--- src/rtl/io_panel.sv ---
// io_panel: front-panel conditioner between board switches/LEDs and the core.
// Switch lines are synchronised, debounced and edge-detected per channel.
// LEDs are driven from a registered mux: off, direct, blink-gated, or switch mirror.
module io_panel #(
    parameter int NUM_CH          = 4,
    parameter int DEBOUNCE_CYCLES = 16,
    parameter int BLINK_DIV       = 8
) (
    input  logic              clock,
    input  logic              reset,
    input  logic [NUM_CH-1:0] switches,
    output logic [NUM_CH-1:0] sw_stable,
    output logic [NUM_CH-1:0] sw_rise,
    output logic [NUM_CH-1:0] sw_fall,
    input  logic [NUM_CH-1:0] led_data,
    input  logic [1:0]        led_mode,
    output logic [NUM_CH-1:0] LEDs
);

    // One extra bit so the terminal count always fits without wrapping.
    localparam int CW = $clog2(DEBOUNCE_CYCLES) + 1;
    localparam int BW = (BLINK_DIV > 1) ? $clog2(BLINK_DIV) : 1;
    localparam logic [CW-1:0] CNT_MAX   = CW'(DEBOUNCE_CYCLES - 1);
    localparam logic [BW-1:0] BLINK_MAX = BW'(BLINK_DIV - 1);

    localparam logic [1:0] MODE_OFF    = 2'b00;
    localparam logic [1:0] MODE_DIRECT = 2'b01;
    localparam logic [1:0] MODE_BLINK  = 2'b10;
    localparam logic [1:0] MODE_MIRROR = 2'b11;

    logic [NUM_CH-1:0] sync1;
    logic [NUM_CH-1:0] sync2;
    logic [CW-1:0]     cnt [NUM_CH];
    logic [BW-1:0]     blink_cnt;
    logic              phase;

    // Two-flop synchroniser for the asynchronous switch levels.
    always_ff @(posedge clock) begin
        if (reset) begin
            sync1 <= '0;
            sync2 <= '0;
        end else begin
            sync1 <= switches;
            sync2 <= sync1;
        end
    end

    // Per-channel debounce: a new level must differ for DEBOUNCE_CYCLES edges
    // in a row; any return to the accepted level restarts the count.
    always_ff @(posedge clock) begin
        if (reset) begin
            sw_stable <= '0;
            sw_rise   <= '0;
            sw_fall   <= '0;
            for (int i = 0; i < NUM_CH; i++) begin
                cnt[i] <= '0;
            end
        end else begin
            for (int i = 0; i < NUM_CH; i++) begin
                sw_rise[i] <= 1'b0;
                sw_fall[i] <= 1'b0;
                if (sync2[i] == sw_stable[i]) begin
                    cnt[i] <= '0;
                end else if (cnt[i] == CNT_MAX) begin
                    sw_stable[i] <= sync2[i];
                    sw_rise[i]   <= sync2[i];
                    sw_fall[i]   <= ~sync2[i];
                    cnt[i]       <= '0;
                end else begin
                    cnt[i] <= cnt[i] + 1'b1;
                end
            end
        end
    end

    // Free-running blink divider; phase flips each time the counter wraps.
    // Deliberately independent of led_mode so mode changes keep the rhythm.
    always_ff @(posedge clock) begin
        if (reset) begin
            blink_cnt <= '0;
            phase     <= 1'b0;
        end else if (blink_cnt == BLINK_MAX) begin
            blink_cnt <= '0;
            phase     <= ~phase;
        end else begin
            blink_cnt <= blink_cnt + 1'b1;
        end
    end

    // Registered LED drive selected by led_mode.
    always_ff @(posedge clock) begin
        if (reset) begin
            LEDs <= '0;
        end else begin
            case (led_mode)
                MODE_OFF:    LEDs <= '0;
                MODE_DIRECT: LEDs <= led_data;
                MODE_BLINK:  LEDs <= led_data & {NUM_CH{phase}};
                MODE_MIRROR: LEDs <= sw_stable;
                default:     LEDs <= '0;
            endcase
        end
    end

endmodule
--- config.mk ---
export PLATFORM = sky130hd
export DESIGN_NAME = io_panel
export DESIGN_NICKNAME = d
export VERILOG_FILES = /design/src/rtl/io_panel.sv
export SDC_FILE = /design/constraint.sdc
export NUM_CORES = 1
export LEC_CHECK = 0
export ABC_AREA = 1
export CORE_ASPECT_RATIO = 2
export CORE_MARGIN = 5
export CORE_UTILIZATION = 45
export DETAILED_ROUTE_END_ITERATION = 10
export PLACE_DENSITY_LB_ADDON = 0.25
export SLEW_MARGIN = 10
export SYNTH_ARGS = -nofsm -noshare
export SYNTH_HDL_FRONTEND = slang
export SYNTH_SLANG_ARGS = --single-unit
--- constraint.sdc ---
create_clock -name clock -period 1.7 [get_ports clock]
set_clock_uncertainty 0.15 [all_clocks]
set_input_delay 0.34 -clock clock [delete_from_list [all_inputs] [get_ports clock]]
set_output_delay 0.34 -clock clock [all_outputs]
set_load 0.05 [all_outputs]
---- Word-level counts from Yosys, hierarchy flattened ----
Memories as Yosys holds them, arrays and structs flattened.
Index checks and enable logic that the tools add are counted.
cells by class
  add/sub/neg operators ................... 5
  equal/unequal tests ..................... 12
  multiplexer cells ....................... 59
  bitwise operators ....................... 26
  reductions and logical operators ........ 10
operator list
  operator                                             number
  2-to-1 mux 5 bit                                     12
  2-to-1 mux 1 bit                                     46
  adder 5 x 1 -> 5 bit, second input constant          4
  equality test 5 x 4 -> 1 bit, second input constant  4
  one-hot mux 4 bit (4 select lines)                   1
  inverter 1 bit                                       13
  OR 1 bit                                             12
  OR reduction 3 bit                                   4
  AND reduction 2 bit                                  4
  AND 4 bit                                            1
  equality test 1 bit                                  4
  equality test 2 bit, second input constant           2
  adder 3 x 1 -> 3 bit, second input constant          1
  equality test 3 bit, second input constant           1
  equality test 2 x 1 -> 1 bit, second input constant  1
  zero test 2 bit                                      1
  OR reduction 2 bit                                   1
storage, ports and cells
  register bits after elaboration ......... 28
  memory bits (writable) .................. 20
  input bits .............................. 12
  memories ................................ 1
memory list
  memory  depth  width  read ports  clocked after memory_dff  write ports  RTL line  text
  cnt     4      5      4           0                         4            33        logic [CW-1:0] cnt [NUM_CH];

---- Depth between registers and ports, before layout ----
Gate-level depths: netlist (run 1).
  word-level depth ........................ 7
  gate-level depth with buffers ........... 7

---- Worst setup path after synthesis (run 1) ----
No wires, ideal clock.
  path kind ............................... reg2reg
  start point ............................. memory cnt[1][0] in the netlist's numbering
  end point ............................... memory cnt[1][3] in the netlist's numbering, data pin
  arrival ................................. 1295 ps
  required time ........................... 1404 ps
  slack ................................... 109 ps
  stages on the path, launching flop included .. 8
  path buffers ............................ 0
  clock period less this slack ............ 1591 ps
  path through ............................ edfxtp_1 ha_1 nand2_1 nor2_1 ha_1 nor2_1 nand3_2 a21oi_1
RTL lines
  what         RTL line
  from (decl)  33

==> results of run 1 <==
## cells by family (layout without fill, tap and decap cells)
| group | Yosys count | after routing | share of synthesized area [%] |
|---|---|---|---|
| and+or+nand+nor | 112 | 112 | 24.91 |
| DFF | 48 | 48 | 57.07 |
| buffers and inverters | 41 | 85 | 8.364 |
| adders and majority gates | 10 | 10 | 6.150 |
| xor gates and xnor gates | 6 | 6 | 2.583 |
| AOI/OAI and AO/OA | 3 | 3 | 0.7373 |
| other | 1 | 20 | 0.1843 |
## report_power, final
group	switching, mW	leakage (nW)	internal [mW]	total, mW
clock	0.324	0.0455	0.331	0.656
sequential	0.0204	0.435	1.24	1.26
combinational	0.0907	0.769	0.0766	0.167
## worst max-delay path: cells and delay by family (launching register included)
kind / cells / cell delay, ns
adder cells (fa/ha/maj): 2 / 0.46
flip-flops: 1 / 0.39
AND/OR/NAND/NOR: 5 / 0.45
## sequential cells by signal, indices dropped and copies added, names as in the netlist
signal	flops
LEDs	4
sw_fall	4
sync1	4
sw_stable	4
sw_rise	4
phase	1
cnt	20
sync2	4
blink_cnt	3
## path summary, 6_finish.rpt
kind	startpoint	endpoint	slack (ns)	depth (start not counted)
setup / recovery	cnt[0][0]	cnt[0][2]	0.10	7
hold / removal	sync1[0]	sync2[0]	0.25	2
setup reg to reg	cnt[0][0]	cnt[0][2]	0.10	7
hold reg to reg	sync1[0]	sync2[0]	0.25	2
## repair_timing
| action | 4_1_cts | 5_1_grt |
|---|---|---|
| buffers inserted | 0 | 5 |
| gates resized for setup | 1 | 13 |
| setup endpoints to repair | 4 | 20 |
| pin swaps | 0 | 6 |
## per-stage QoR
step           power, mW  worst slack [ns]
2_1_floorplan      1.380            0.1088
3_3_place_gp       1.434           0.01304
3_5_place_dp       1.439          -0.02231
4_1_cts            2.103          0.004532
5_1_grt            2.190          -0.01463
6_report           2.080            0.1020
## layout make-up
type	instances	share of cell area [%]
multi-input cells	151	30.31
clock buffers	8	3.336
repair buffers	39	15.57
well taps	54	2.502
flip-flops and latches	48	43.00
inverters	38	5.283
## cell usage after synthesis
library cell	number	area [µm²]
nor3_1	4	20.02
xnor2_1	4	35.03
edfxtp_1	20	600.6
nand3_1	19	95.09
dfxtp_1	28	560.5
buf_2	1	5.000
nand4_1	5	31.28
nor2_1	37	138.9
nor2_4	1	11.26
o21ai_0	1	5.000
nor3b_2	1	12.51
nand3_2	1	10.01
buf_6	2	22.52
nor2_2	3	18.77
nand2_1	38	142.6
xor2_1	2	17.52
or2_4	1	8.760
conb_1	1	3.750
a21oi_1	1	5.000
ha_1	10	125.1
inv_2	2	7.510
nor3_2	1	10.01
o21ai_1	1	5.000
nor3b_1	1	7.510
inv_1	36	135.1
## metal layers
metal / wire length [µm] / up-vias / share of wire (%) / track usage [%]
li1: - / 796 / - / -
met4: 65 / 0 / 2.0 / 4.975
met1: 1257 / 643 / 39 / 12.08
met3: 143 / 5 / 4.4 / 2.963
met5: 0 / - / 0 / 0
met2: 1750 / 24 / 54 / 22.73
==> metrics.yaml, run 1 <==
grt_overflow_total: 0
vdd_ir_drop_max_v: 0.0006691
avgSynthCellArea_um2: 9.206
arrival_ns: 1.59
setup_viol: 0
vias: 1468
cts.clk_slew.worst_paths_ns: 0.07
max_cap_violations: 0
grt_max_degree: 14
leakage_nw: 1.249
slew_viol_final: 0
n_antenna_cell: 0
hold_path_class: "reg -> reg"
syn_area_um2: 2034
multi_input_area_um2: 818.3
drt-total-wl_mm: 3.217
place.port_buffers: 27
netlist_instances: 221
die_w_um: 57.55
place_congestion: 0.7158
clockRootBuffer: "clkbuf_8"
grt_pass1_vias: 1409
timing.setup.tns_ns: 0
crit_fanout: 5
viasPerCell: 4.343
hold_violations: 0
num_io_pins: 28
die_y_um: 105.1
dp_cells: 325
powerDensity_nw_per_um2: 770.5
fin_nets: 305
endpoint_kind: "flop"
crit_required_ns: 1.69
ys_seq_area_share_pct: 57.07
cts_tree: "yes"
cts-htree-levels: 2
crit_path_top_delay_cell: "edfxtp_1"
layout_common_cells: "inv_1 (36), nand2_1 (36), nor2_1 (32), dfxtp_1 (28)"
post-route-period-util_pct: 94.00
dr.pass1.iters: 4
final_cell_area_um2: 2700
crit_chain: "ha_1 > nand2_1 > nor2_1 > ha_1 > nor2_2 > nand2_2 > nor2_1"
grt_pass1_wl_mm: 5.796
grt.total_usage_pct: 12.12
syn_to_final_growth_pct: 32.72
post-route-drc-count: 0
dieArea_um2: 6047
slowest_delay_ns: 0.39
num_rows: 34
cts.sinks: 48
cts-buffers-inserted: 5
synth_cell_types: 25
clockBufferDepth: 2
synth_warnings: 0
synth_seq_cells: 48
ant_nets: 0
drt-initial-drc-count: 29
timing.fmax_mhz: 625.8
dpl_cell_area_um2: 2529
whs_ns: 0.2538
clk-insertion-delay-late_ns: 0.29
post-route-util_pct: 61.62
wl_per_cell_um: 9.518
grt_antenna_before_repair: 0
layout-drive-gt1-share_pct: 19.72
initial_core_util_pct: 46.43
dp_hpwl_mm: 2.498
worstSetupPathType: "reg -> reg"
cp-start-kind: "flop"
seq_area_um2: 1161
core_um2: 4382
cts_hold_buf: 0
period_needed_ns: 1.598
outcome: "completed"
finalNonFillerCells: 338
fillCellCount: 394
Note: power is estimated with default switching activity, not from simulation.
==> run 2, diff against run 1 <==
==> constraint.sdc (replaced) <==
create_clock -name clock -period 2 [get_ports clock]
set_clock_uncertainty 0.15 [all_clocks]
set_input_delay 0.4 -clock clock [delete_from_list [all_inputs] [get_ports clock]]
set_output_delay 0.4 -clock clock [all_outputs]
set_load 0.05 [all_outputs]
==> run 2 against run 1 <==
Effect of this change:
- highest routed layer unchanged
- largest cell class unchanged
- count of clock-buffer cells in the layout shrank 2
- register-to-register slack better by 0.15 ns
- via count fell by 1.0%
- worst hold slack got worse by 0.00071 ns
- wire length down 3.5%
- non-clock buffer count is 10 lower
- sequential power down 15%
- largest power group unchanged
- utilization shrank 3.9 points
- worst setup slack worse by 0.047 ns
==> metrics.yaml, run 2 (synthesis gave the netlist of run 1 again) <==
outcome: "completed"
worst_pin_slew_ns: 0.5018
cts.clk_slew.worst_paths_ns: 0.08
hold_path_class: "reg -> reg"
postCtsSetupRepairBufs: 0
regToRegSetupSlack_ns: 0.25
grt_pass1_vias: 1348
ant_nets: 0
grt_use_met2_pct: 20.39
powerDensity_nw_per_um2: 734.6
hold_end: "sync2[0]"
dieArea_um2: 6047
use_met3_pct: 2.840
grt_pass1_wl_mm: 5.457
r2r_end: "cnt[1][3]"
cts-htree-levels: 2
crit_family: "buffers and inverters"
worstPathBufferInverterCount: 1
hold_violations: 0
cts_tree: "yes"
initial_core_util_pct: 46.43
pre_cts_ws_ns: 0.2273
die_y_um: 105.1
slowest_delay_ns: 0.79
syn_to_final_growth_pct: 24.42
core_um2: 4382
fillCellCount: 408
grt_max_degree: 15
clockRootBuffer: "clkbuf_8"
num_rows: 34
clockBufferDepth: 2
hp-start: "sync1[0]"
vias: 1453
grt_overflow_total: 0
post-route-drc-count: 0
grt_antenna_before_repair: 0
timing.setup.tns_ns: 0
cts-buffers-inserted: 5
crit_required_ns: 1.45
r2r.worst_path.cells: 7
leakage_nw: 1.266
timing.fmax_mhz: 514.0
grt_util_met1_pct: 11.76
wl_per_cell_um: 9.470
layout_common_cells: "nand2_1 (38), nor2_1 (37), inv_1 (36), dfxtp_1 (28)"
whs_ns: 0.2530
die_w_um: 57.55
slew_viol_final: 0
period_needed_ns: 1.945
grt.total_usage_pct: 11.42
crit_chain: "clkdlybuf4s50_1"
crit_path_top_delay_cell: "clkdlybuf4s50_1"
setup_viol: 0
holdPathStages: 2
layout-drive-gt1-share_pct: 9.854
place.port_buffers: 27
rsz0062_at_grt: "false"
place_congestion: 0.6919
post-route-period-util_pct: 97.27
worstSetupPathType: "reg -> out"
clk-insertion-delay-late_ns: 0.29
fin_nets: 295
regMostFlops: "cnt"
endpoint_kind: "output port"
drt-total-wl_mm: 3.106
setup_slack_ns: 0.05461
max_cap_violations: 0
vdd_ir_drop_max_v: 0.0006078
n_antenna_cell: 0
cp-start-kind: "flop"
viasPerCell: 4.430
largest_register_ff_count: 20
busiest_layer: "met2"
r2r_start: "cnt[1][0]"
dr.pass1.iters: 4
arrival_ns: 1.40
drt-initial-drc-count: 29
finalPower_mw: 1.859
dp_hpwl_mm: 2.415
maxSlewHeadroom_pct: 66.49
num_io_pins: 28
cts.sinks: 48
crit_fanout: 1
cts_hold_buf: 0
final_common_cell: "nand2_1"
run 2: stage by stage:
step / util (%) / cells / cell area, µm²
after floorplan: - / 240 / 2106
after global placement: 55.03 / 320 / 2411
after detailed placement: 55.03 / 320 / 2411
after CTS: 57.48 / 328 / 2519
after global routing: 57.77 / 328 / 2531
final: 57.77 / 328 / 2531
run 2: power by group:
group	leakage (nW)	internal [mW]	switching [mW]
logic	0.776	0.0538	0.0690
registers	0.435	1.05	0.0199
clock network	0.0552	0.371	0.294
total	1.27	1.48	0.383
run 2: how the worst max path moves through the flow:
stage                           from    endpoint  slack (ns)  cells past startpoint
after global placement         reset   cnt[0][3]        0.26                      4
final                     sw_fall[3]  sw_fall[3]        0.05                      1
after CTS                 sw_rise[0]  sw_rise[0]        0.03                      1
after detailed placement       reset   cnt[3][2]        0.23                      4
after global routing      sw_fall[3]  sw_fall[3]       0.008                      1
after floorplan            cnt[1][0]   cnt[1][3]        0.41                      7
run 2: timing repair:
item                                    CTS  global route
endpoints found under the setup margin    0             5
resized for setup                         0             5
endpoints found under the hold margin     0             0
run 2: cell type report:
type | instances | area (µm²) | area share (%)
Clock inverter | 2 | 35.03 | 1.384
Tap cell | 54 | 67.56 | 2.669
Multi-Input combinational cell | 151 | 774.5 | 30.60
Inverter | 38 | 142.6 | 5.635
Sequential cell | 48 | 1161 | 45.87
Timing Repair Buffer | 29 | 277.8 | 10.97
Clock buffer | 6 | 72.57 | 2.867
run 2: layer usage:
layer	vias to the layer above	wire length, µm	part of all wire [%]
met3	6	177	5.7
li1	776	-	-
met1	645	1258	41
met2	26	1594	51
met5	-	0	0
met4	0	76	2.4
==> run 3, diff against run 2 <==
==> constraint.sdc (replaced) <==
create_clock -name clock -period 2 [get_ports clock]
set_clock_uncertainty 0.15 [all_clocks]
set_input_delay 0.2 -clock clock [delete_from_list [all_inputs] [get_ports clock]]
set_output_delay 0.2 -clock clock [all_outputs]
set_load 0.05 [all_outputs]
==> run 3 against run 2 <==
Effect of this change:
- combinational power barely moved
- worst setup slack improved by 0.0083 ns
- register-to-register slack barely moved
- power fell by 4.9%
- first-iteration DRC count fell by 41%
- critical path depth did not move
- largest power group unchanged
- critical endpoint is now sw_stable[0]
- utilization fell by 0.34 points
- maximum frequency rose by 0.43%
- sequential share of layout area rose by 0.27 points
==> metrics.yaml, run 3 (synthesis gave the netlist of run 1 again) <==
cts_resized: 0
die_w_um: 57.55
cts.sinks: 48
timing.setup.tns_ns: 0
hold_path_class: "reg -> reg"
layout_common_cells: "nand2_1 (38), nor2_1 (37), inv_1 (36), dfxtp_1 (28), clkdlybuf4s50_1 (25)"
dp_hpwl_mm: 2.411
grt_max_degree: 14
core_um2: 4382
wl_per_cell_um: 9.345
crit_chain: "clkdlybuf4s50_1"
finalPower_mw: 1.769
crit_required_ns: 1.65
worst_pin_slew_ns: 0.4978
crit_family: "buffers and inverters"
maxSlewHeadroom_pct: 66.71
period_needed_ns: 1.937
cp-start-kind: "flop"
initial_core_util_pct: 46.43
hold_violations: 0
place.port_buffers: 27
regMostFlops: "cnt"
cts_hold_buf: 0
drt-total-wl_mm: 3.065
drt-initial-drc-count: 17
grt_pass1_vias: 1339
grt_antenna_before_repair: 0
dp_cells: 320
grt_pass1_wl_mm: 5.575
leakage_nw: 1.155
outcome: "completed"
fillCellCount: 391
viasPerCell: 4.366
crit_fanout: 6
worstPathBufferInverterCount: 1
vias: 1432
finalNonFillerCells: 328
timing.fmax_mhz: 516.2
clockRootBuffer: "clkbuf_8"
cts_tree: "yes"
final_common_cell: "nand2_1"
setup_slack_ns: 0.06289
endpoint_kind: "output port"
crit_path_top_delay_cell: "clkdlybuf4s50_1"
max_cap_violations: 0
ant_nets: 0
dieArea_um2: 6047
post-route-drc-count: 0
layout-drive-gt1-share_pct: 7.299
largest_register_ff_count: 20
arrival_ns: 1.59
place_congestion: 0.6886
syn_to_final_growth_pct: 23.68
grt_overflow_total: 0
grt.total_usage_pct: 11.82
cts.clk_slew.worst_paths_ns: 0.08
pre_cts_ws_ns: 0.2831
powerDensity_nw_per_um2: 702.9
vdd_ir_drop_max_v: 0.0004792
num_rows: 34
whs_ns: 0.2559
n_antenna_cell: 0
slowest_delay_ns: 0.85
rsz0062_at_grt: "false"
multi_input_area_um2: 774.5
postCtsSetupRepairBufs: 0
post-route-period-util_pct: 96.86
dr.pass1.iters: 4
die_y_um: 105.1
clk-insertion-delay-late_ns: 0.29
fin_nets: 295
cts-htree-levels: 2
clockBufferDepth: 2
worstSetupPathType: "reg -> out"
seq_area_um2: 1161
setup_viol: 0
slew_viol_final: 0
cts-buffers-inserted: 5
num_io_pins: 28
## run 3: stage by stage
stage / util, % / instance area [µm²]
after CTS: 57.42 / 2516
after global placement: 55.37 / 2426
after floorplan: - / 2106
after global routing: 57.42 / 2516
after detailed placement: 55.37 / 2426
final: 57.42 / 2516
## run 3: path summary, 6_finish.rpt
kind,startpoint,to,slack (ns),cells after the start
min reg2reg,sync1[3],sync2[3],0.26,2
max reg2reg,cnt[1][0],cnt[1][3],0.26,7
max,sw_stable[0],sw_stable[0],0.06,1
min,sync1[3],sync2[3],0.26,2
## run 3: final cells by class
| cell class | instances | area share, % |
|---|---|---|
| Clock buffer | 8 | 3.580 |
| Tap cell | 54 | 2.685 |
| Sequential cell | 48 | 46.15 |
| Inverter | 38 | 5.669 |
| Timing Repair Buffer | 29 | 11.14 |
| Multi-Input combinational cell | 151 | 30.78 |
## run 3: worst reg2reg max path, stage by stage, from the launching register on
cell	delay, ns
edfxtp_1	0.44
ha_1	0.24
nand2_1	0.08
nor2_1	0.04
ha_1	0.18
nor2_1	0.15
nand3_2	0.16
a21oi_1	0.14
## run 3: where the power goes
| group | total [mW] | switching [mW] | leakage (nW) | internal (mW) |
|---|---|---|---|---|
| logic | 0.123 | 0.0690 | 0.674 | 0.0542 |
| clock network | 0.574 | 0.292 | 0.0455 | 0.282 |
| registers | 1.07 | 0.0199 | 0.435 | 1.05 |
| total | 1.77 | 0.381 | 1.15 | 1.39 |
## run 3: routing by layer
layer / up-vias / wire length (µm) / global-route usage [%]
met5: - / 0 / 0
met4: 0 / 75 / 5.970
met3: 7 / 164 / 3.580
met2: 26 / 1604 / 20.23
met1: 620 / 1220 / 12.71
li1: 779 / - / -
